--- config.mk ---
export PLATFORM = sky130hd
export DESIGN_NAME = muldiv_sched_flat
export DESIGN_NICKNAME = d
export VERILOG_FILES = /design/src/rtl/muldiv_sched_if.sv /design/src/rtl/muldiv_sched.sv /design/src/flat_wrapper.sv
export SDC_FILE = /design/constraint.sdc
export NUM_CORES = 1
export LEC_CHECK = 0
export BUFFER_PORTS_ARGS = -buffer_cell sky130_fd_sc_hd__buf_2
export CORE_MARGIN = 4
export CORE_UTILIZATION = 45
export DETAILED_ROUTE_END_ITERATION = 10
export PLACE_DENSITY = 0.68
export SLEW_MARGIN = 5
export SYNTH_ARGS = -nofsm -noshare
export SYNTH_HDL_FRONTEND = slang
export SYNTH_SLANG_ARGS = --single-unit
export TNS_END_PERCENT = 20
--- constraint.sdc ---
create_clock -name clk -period 3.67 [get_ports clk]
set_input_delay 0.5505 -clock clk [delete_from_list [all_inputs] [get_ports clk]]
set_output_delay 0.5505 -clock clk [all_outputs]
set_load 0.02 [all_outputs]
--- src/rtl/muldiv_sched_if.sv ---
// ID-side issue/hazard signals, unit start/done handshakes and EX writeback slot
// shared between the pipeline and the mul/div scheduler.
interface muldiv_sched_if #(
    parameter int unsigned STALL_CNT_W = 16
);
    logic                   issue_valid;
    logic [1:0]             issue_op;
    logic [4:0]             issue_rd;
    logic [4:0]             id_rs;
    logic [4:0]             id_rt;
    logic                   id_use_rs;
    logic                   id_use_rt;
    logic                   id_use_hilo;
    logic                   stall;
    logic                   mult_start;
    logic                   mult_signed;
    logic                   mult_done;
    logic                   div_start;
    logic                   div_signed;
    logic                   div_done;
    logic                   wb_valid;
    logic                   wb_src;
    logic                   wb_gpr;
    logic                   wb_hilo;
    logic [4:0]             wb_rd;
    logic [STALL_CNT_W-1:0] stall_cycles;

    modport master (
        output issue_valid, issue_op, issue_rd, id_rs, id_rt,
               id_use_rs, id_use_rt, id_use_hilo, mult_done, div_done,
        input  stall, mult_start, mult_signed, div_start, div_signed,
               wb_valid, wb_src, wb_gpr, wb_hilo, wb_rd, stall_cycles
    );

    modport slave (
        input  issue_valid, issue_op, issue_rd, id_rs, id_rt,
               id_use_rs, id_use_rt, id_use_hilo, mult_done, div_done,
        output stall, mult_start, mult_signed, div_start, div_signed,
               wb_valid, wb_src, wb_gpr, wb_hilo, wb_rd, stall_cycles
    );
endinterface

--- src/rtl/muldiv_sched.sv ---
// Issue/completion controller for the multi-cycle multiplier and divider:
// hazard stall generation, unit start pulses and single-slot writeback arbitration.
module muldiv_sched #(
    parameter int unsigned STALL_CNT_W = 16
) (
    input  logic           clk,
    input  logic           reset,
    muldiv_sched_if.slave  bus
);
    typedef enum logic [1:0] {
        ST_IDLE = 2'd0,
        ST_BUSY = 2'd1,
        ST_DONE = 2'd2
    } unit_st_t;

    unit_st_t               r_m_st, r_d_st, w_m_st_nxt, w_d_st_nxt;
    logic [4:0]             r_m_rd, r_d_rd, w_new_rd;
    logic                   r_m_gpr, r_d_gpr, r_m_hilo, r_d_hilo;
    logic                   r_m_older;
    logic                   r_wb_valid, r_wb_src, r_wb_gpr, r_wb_hilo;
    logic [4:0]             r_wb_rd;
    logic [STALL_CNT_W-1:0] r_stall_cnt;

    logic w_m_pend, w_d_pend, w_is_div, w_new_gpr, w_new_hilo;
    logic w_raw_rs, w_raw_rt, w_hilo_rd, w_struct, w_order, w_stall;
    logic w_accept, w_m_start, w_d_start;
    logic w_m_cand, w_d_cand, w_gnt_m, w_gnt_d;

    function automatic unit_st_t f_next(unit_st_t st, logic start, logic done, logic gnt);
        unit_st_t nxt;
        nxt = st;
        case (st)
            ST_IDLE: nxt = start ? ST_BUSY : ST_IDLE;
            ST_BUSY: nxt = done ? (gnt ? ST_IDLE : ST_DONE) : ST_BUSY;
            ST_DONE: nxt = gnt ? ST_IDLE : ST_DONE;
            default: nxt = ST_IDLE;
        endcase
        return nxt;
    endfunction

    always_comb begin
        w_m_pend   = (r_m_st != ST_IDLE);
        w_d_pend   = (r_d_st != ST_IDLE);
        w_is_div   = bus.issue_op[1];
        w_new_gpr  = (bus.issue_op == 2'b00);
        w_new_hilo = !w_new_gpr;
        w_new_rd   = w_new_gpr ? bus.issue_rd : '0;

        w_raw_rs  = bus.id_use_rs && (bus.id_rs != '0) &&
                    ((w_m_pend && r_m_gpr && bus.id_rs == r_m_rd) ||
                     (w_d_pend && r_d_gpr && bus.id_rs == r_d_rd));
        w_raw_rt  = bus.id_use_rt && (bus.id_rt != '0) &&
                    ((w_m_pend && r_m_gpr && bus.id_rt == r_m_rd) ||
                     (w_d_pend && r_d_gpr && bus.id_rt == r_d_rd));
        w_hilo_rd = bus.id_use_hilo && ((w_m_pend && r_m_hilo) || (w_d_pend && r_d_hilo));
        w_struct  = bus.issue_valid && (w_is_div ? w_d_pend : w_m_pend);
        w_order   = bus.issue_valid && w_new_hilo &&
                    (w_is_div ? (w_m_pend && r_m_hilo) : (w_d_pend && r_d_hilo));

        // Gated by reset so the combinational outputs read 0 while reset is held.
        w_stall   = !reset && (w_raw_rs || w_raw_rt || w_hilo_rd || w_struct ||
                               w_order || r_wb_valid);
        w_accept  = !reset && bus.issue_valid && !w_stall;
        w_m_start = w_accept && !w_is_div;
        w_d_start = w_accept && w_is_div;

        // A unit already parked in DONE outranks a fresh done; otherwise the older issue wins.
        w_m_cand = (r_m_st == ST_DONE) || (r_m_st == ST_BUSY && bus.mult_done);
        w_d_cand = (r_d_st == ST_DONE) || (r_d_st == ST_BUSY && bus.div_done);
        w_gnt_m  = w_m_cand && (!w_d_cand ||
                   (((r_m_st == ST_DONE) != (r_d_st == ST_DONE)) ? (r_m_st == ST_DONE)
                                                                 : r_m_older));
        w_gnt_d  = w_d_cand && !w_gnt_m;

        w_m_st_nxt = f_next(r_m_st, w_m_start, bus.mult_done, w_gnt_m);
        w_d_st_nxt = f_next(r_d_st, w_d_start, bus.div_done, w_gnt_d);
    end

    always_ff @(posedge clk) begin
        if (reset) begin
            r_m_st      <= ST_IDLE;
            r_d_st      <= ST_IDLE;
            r_m_rd      <= '0;
            r_d_rd      <= '0;
            r_m_gpr     <= 1'b0;
            r_d_gpr     <= 1'b0;
            r_m_hilo    <= 1'b0;
            r_d_hilo    <= 1'b0;
            r_m_older   <= 1'b0;
            r_wb_valid  <= 1'b0;
            r_wb_src    <= 1'b0;
            r_wb_gpr    <= 1'b0;
            r_wb_hilo   <= 1'b0;
            r_wb_rd     <= '0;
            r_stall_cnt <= '0;
        end else begin
            r_m_st <= w_m_st_nxt;
            r_d_st <= w_d_st_nxt;
            if (w_m_start) begin
                r_m_rd    <= w_new_rd;
                r_m_gpr   <= w_new_gpr;
                r_m_hilo  <= w_new_hilo;
                r_m_older <= !w_d_pend;
            end
            if (w_d_start) begin
                r_d_rd    <= w_new_rd;
                r_d_gpr   <= w_new_gpr;
                r_d_hilo  <= w_new_hilo;
                r_m_older <= w_m_pend;
            end
            r_wb_valid <= w_gnt_m || w_gnt_d;
            r_wb_src   <= w_gnt_d;
            r_wb_gpr   <= (w_gnt_m && r_m_gpr) || (w_gnt_d && r_d_gpr);
            r_wb_hilo  <= (w_gnt_m && r_m_hilo) || (w_gnt_d && r_d_hilo);
            r_wb_rd    <= w_gnt_m ? r_m_rd : (w_gnt_d ? r_d_rd : '0);
            if (w_stall && r_stall_cnt != '1) begin
                r_stall_cnt <= r_stall_cnt + 1'b1;
            end
        end
    end

    assign bus.stall        = w_stall;
    assign bus.mult_start   = w_m_start;
    assign bus.mult_signed  = w_m_start && !bus.issue_op[0];
    assign bus.div_start    = w_d_start;
    assign bus.div_signed   = w_d_start && !bus.issue_op[0];
    assign bus.wb_valid     = r_wb_valid;
    assign bus.wb_src       = r_wb_src;
    assign bus.wb_gpr       = r_wb_gpr;
    assign bus.wb_hilo      = r_wb_hilo;
    assign bus.wb_rd        = r_wb_rd;
    assign bus.stall_cycles = r_stall_cnt;
endmodule
--- src/flat_wrapper.sv ---
// flat-port wrapper written by rule: the top's interface ports become plain ports
module muldiv_sched_flat 
#(
    parameter int unsigned STALL_CNT_W = 16
)
  (clk, reset, bus_issue_valid, bus_issue_op, bus_issue_rd, bus_id_rs, bus_id_rt, bus_id_use_rs, bus_id_use_rt, bus_id_use_hilo, bus_mult_done, bus_div_done, bus_stall, bus_mult_start, bus_mult_signed, bus_div_start, bus_div_signed, bus_wb_valid, bus_wb_src, bus_wb_gpr, bus_wb_hilo, bus_wb_rd, bus_stall_cycles);
  muldiv_sched_if #(.STALL_CNT_W(STALL_CNT_W)) bus_i ();
  input  logic clk;
  input  logic reset;
  input wire logic [$bits(bus_i.issue_valid)-1:0] bus_issue_valid;
  input wire logic [$bits(bus_i.issue_op)-1:0] bus_issue_op;
  input wire logic [$bits(bus_i.issue_rd)-1:0] bus_issue_rd;
  input wire logic [$bits(bus_i.id_rs)-1:0] bus_id_rs;
  input wire logic [$bits(bus_i.id_rt)-1:0] bus_id_rt;
  input wire logic [$bits(bus_i.id_use_rs)-1:0] bus_id_use_rs;
  input wire logic [$bits(bus_i.id_use_rt)-1:0] bus_id_use_rt;
  input wire logic [$bits(bus_i.id_use_hilo)-1:0] bus_id_use_hilo;
  input wire logic [$bits(bus_i.mult_done)-1:0] bus_mult_done;
  input wire logic [$bits(bus_i.div_done)-1:0] bus_div_done;
  output wire logic [$bits(bus_i.stall)-1:0] bus_stall;
  output wire logic [$bits(bus_i.mult_start)-1:0] bus_mult_start;
  output wire logic [$bits(bus_i.mult_signed)-1:0] bus_mult_signed;
  output wire logic [$bits(bus_i.div_start)-1:0] bus_div_start;
  output wire logic [$bits(bus_i.div_signed)-1:0] bus_div_signed;
  output wire logic [$bits(bus_i.wb_valid)-1:0] bus_wb_valid;
  output wire logic [$bits(bus_i.wb_src)-1:0] bus_wb_src;
  output wire logic [$bits(bus_i.wb_gpr)-1:0] bus_wb_gpr;
  output wire logic [$bits(bus_i.wb_hilo)-1:0] bus_wb_hilo;
  output wire logic [$bits(bus_i.wb_rd)-1:0] bus_wb_rd;
  output wire logic [$bits(bus_i.stall_cycles)-1:0] bus_stall_cycles;
  assign bus_i.issue_valid = bus_issue_valid;
  assign bus_i.issue_op = bus_issue_op;
  assign bus_i.issue_rd = bus_issue_rd;
  assign bus_i.id_rs = bus_id_rs;
  assign bus_i.id_rt = bus_id_rt;
  assign bus_i.id_use_rs = bus_id_use_rs;
  assign bus_i.id_use_rt = bus_id_use_rt;
  assign bus_i.id_use_hilo = bus_id_use_hilo;
  assign bus_i.mult_done = bus_mult_done;
  assign bus_i.div_done = bus_div_done;
  assign bus_stall = bus_i.stall;
  assign bus_mult_start = bus_i.mult_start;
  assign bus_mult_signed = bus_i.mult_signed;
  assign bus_div_start = bus_i.div_start;
  assign bus_div_signed = bus_i.div_signed;
  assign bus_wb_valid = bus_i.wb_valid;
  assign bus_wb_src = bus_i.wb_src;
  assign bus_wb_gpr = bus_i.wb_gpr;
  assign bus_wb_hilo = bus_i.wb_hilo;
  assign bus_wb_rd = bus_i.wb_rd;
  assign bus_stall_cycles = bus_i.stall_cycles;
  muldiv_sched #(.STALL_CNT_W(STALL_CNT_W)) u_core (.clk(clk), .reset(reset), .bus(bus_i));
endmodule
==> run metrics <==
Routed Antenna Nets 0; GRT Overall Usage 0.178; DP HPWL 3.85 mm; DP Cell Count 346; register clock-pin slew on the reported worst setup and hold paths roughly 0.080 ns; Antenna Cells 0; Unique masters post-synth 46; number of I/O port buffers 54; H-tree levels 2; Place WS around 0.49 ns; Gate Count Post-Synth around 250; final setup vio count 0; Syn Nets approximately 280; setup TNS 0 ns; top cell type's share of synthesized area 0.404; I/O Pins 55; Clock Path Buffers 2; crit path time final approximately 3.2 ns; final hold violations 0; chip width a little under 80 µm; Synth Flop Type dfxtp_1; Power Total approximately 980 µW; total grt overflow 0; share of layout cells above drive strength 1 0.233; Worst-Margin Slew 0.793 ns; clk sinks 44; crit end category primary output; crit-path max FO 16; Placer Congestion 0.887; Synth Cell Area roughly 2200 µm²; Inserted Clock Buffers 5; R2R depth 7; WL final 5.21 mm; final worst slack between 0.4 and 0.5 ns; relative slew slack 0.471; row count 25; Critical Path RT approximately 3.1 ns; initial DRC count a little over 90; Post-Layout Cell Count around 350; # Max-Cap Violations 0; max-slew violation count 0; hold crit path type primary input to flop; largest net degree at the start of global routing 34; Post-synth EDFFs 0; PwrDens 379 nW/µm²; postcts setup bufs 0; LEAKAGE roughly 0.0012 µW; worst reg2reg path endpoint u_core.bus.stall_cycles[5]; Yosys reg bits 44; internal reg-to-reg setup slack 1.10 ns; leading area contributor after synthesis dfxtp_1; Hold Crit Endpoint u_core.r_d_st[0]; Area Overhead vs Synth 18.8%; Final nets ~330; filler instances between 400 and 500; critical path arrival ~2.6 ns; drt drc 0; CTS resizes 0; DR WL/cell roughly 15 µm; CTS tree done; DR pass1 iterations 4; Worst VDD drop about 0.2 mV; via count 2011; register area share after synthesis 0.404; initial antenna violation count 0; hold buffers post-CTS 0; Core Area about 4700 µm²; worst-skew pair later-pin latency roughly 0.3 ns; hold depth 2; period utilization 0.867; die area between 6000 and 7000 µm²; vias per std cell ~5.7; dominant cells by area after synthesis dfxtp_1, xor2_1, a21oi_1; kind of critical path primary input to primary output; Startpoint Class primary input; status completed; clk root buf clkbuf_8; vias in the first global route about 1900; skew final between 0.006 and 0.007 ns; RR Startpoint u_core.r_d_rd[2]; ys async rst share 0; Initial Util 0.464; hold_sp bus_div_done; RSZ-0062 raised after global routing false; average size of a mapped cell 8.75 µm²; Ys Warns 0; Die Y-Extent between 70 and 80 µm; Max Fclk between 300 and 400 MHz; first-pass GRT wire length 8.72 mm
metal layers:
| layer | up-vias | GRT usage | wire, µm | part of all wire |
|---|---|---|---|---|
| met5 | - | 0 | 0 | 0 |
| met4 | 0 | 0.0409 | 55 | 0.011 |
| met3 | 7 | 0.0510 | 209 | 0.040 |
| met2 | 44 | 0.315 | 2570 | 0.49 |
| met1 | 940 | 0.212 | 2370 | 0.46 |
| li1 | 1020 | - | - | - |
sequential cells by signal, indices dropped and copies added (netlist names):
| signal | count |
|---|---|
| u_core.bus.stall_cycles | 16 |
| u_core.bus.wb_gpr | 1 |
| u_core.bus.wb_hilo | 1 |
| u_core.bus.wb_rd | 5 |
| u_core.bus.wb_src | 1 |
| u_core.bus.wb_valid | 1 |
| u_core.r_d_gpr | 1 |
| u_core.r_d_hilo | 1 |
| u_core.r_d_rd | 5 |
| u_core.r_d_st | 2 |
| u_core.r_m_gpr | 1 |
| u_core.r_m_hilo | 1 |
| u_core.r_m_older | 1 |
| u_core.r_m_rd | 5 |
| u_core.r_m_st | 2 |
critical path, cell delays in order:
cell and delay, ns:
buf_2 0.12, or4_1 0.52, o21ai_1 0.20, o221a_1 0.58, nand3_1 0.34, inv_1 0.14
buf_2 0.17
worst max-delay path by stage:
stage,to,cells after the start,slack [ns],from
2_1_floorplan,bus_div_signed,6,0.95,bus_id_rs[0]
3_3_place_gp,bus_div_start,7,0.52,bus_id_rs[0]
3_5_place_dp,bus_div_start,7,0.49,bus_id_rt[0]
4_1_cts,bus_div_start,7,0.48,bus_id_rt[0]
5_1_grt,bus_div_start,8,0.27,bus_issue_op[0]
6_report,bus_div_start,7,0.49,bus_id_rs[0]
synthesized netlist by cell type (all sizes together) (3+ instances only):
cell type and number:
nor3 5, nand3 9, mux2 3, nor2b 5, nand2 12, and3 7
o31ai 9, buf 7, xor2 20, nand2b 3, inv 8, or2 3
nand4b 5, dfxtp 44, and4 3, nor4 5, or4 11, nor2 15
o21ai 17, a21oi 20, clkbuf 5, and2 3, a22o 7
area by class of cell:
type	instances	area [µm²]	share of cell area
repair buffers	55	278	0.107
well taps	54	67.6	0.0261
inverters	8	30.0	0.0116
flip-flops and latches	44	881	0.340
clock buffers	7	96.3	0.0372
multi-input cells	185	1200	0.466
clock inverters	1	30.0	0.0116
cells by family (layout without fill, tap and decap cells):
group	count (synthesis)	count (layout)	share of synthesized area
AO/OA/AOI/OAI	69	69	0.206
multiplexers	3	3	0.0155
XOR/XNOR	20	20	0.0804
adder cells (fa/ha/maj)	1	1	0.00574
AND/OR/NAND/NOR	92	92	0.246
buffers and inverters	20	71	0.0425
flip-flops	44	44	0.404
cell usage in the layout (no fill, tap or decap), types with 4 or more instances in the layout:
cell type and instances:
nand3_1 9, nand4b_1 5, a21oi_1 20, o31ai_1 9
dfxtp_1 44, buf_2 54, nor2_1 15, and3_1 7
inv_1 8, a22o_1 7, clkbuf_8 7, nor4_1 4
nor2b_1 5, nor3_1 5, xor2_1 20, or4_1 11
o21ai_0 14, nand2_1 12
metrics by stage:
step | util | instance area, µm² | hold slack [ns]
6_report | 0.551 | 2590 | 0.445
5_1_grt | 0.551 | 2590 | 0.455
4_1_cts | 0.551 | 2590 | 0.436
3_5_place_dp | 0.525 | 2460 | 0.480
3_3_place_gp | 0.525 | 2460 | 0.479
2_1_floorplan | - | 2180 | 0.450
power breakdown:
| part | internal, µW | switching (µW) | leakage [µW] |
|---|---|---|---|
| logic | 33.5 | 54.7 | 0.000733 |
| registers | 484 | 7.25 | 0.000356 |
| clock network | 240 | 161 | 0.0000645 |
No activity file was read; power rests on OpenSTA's default activity.
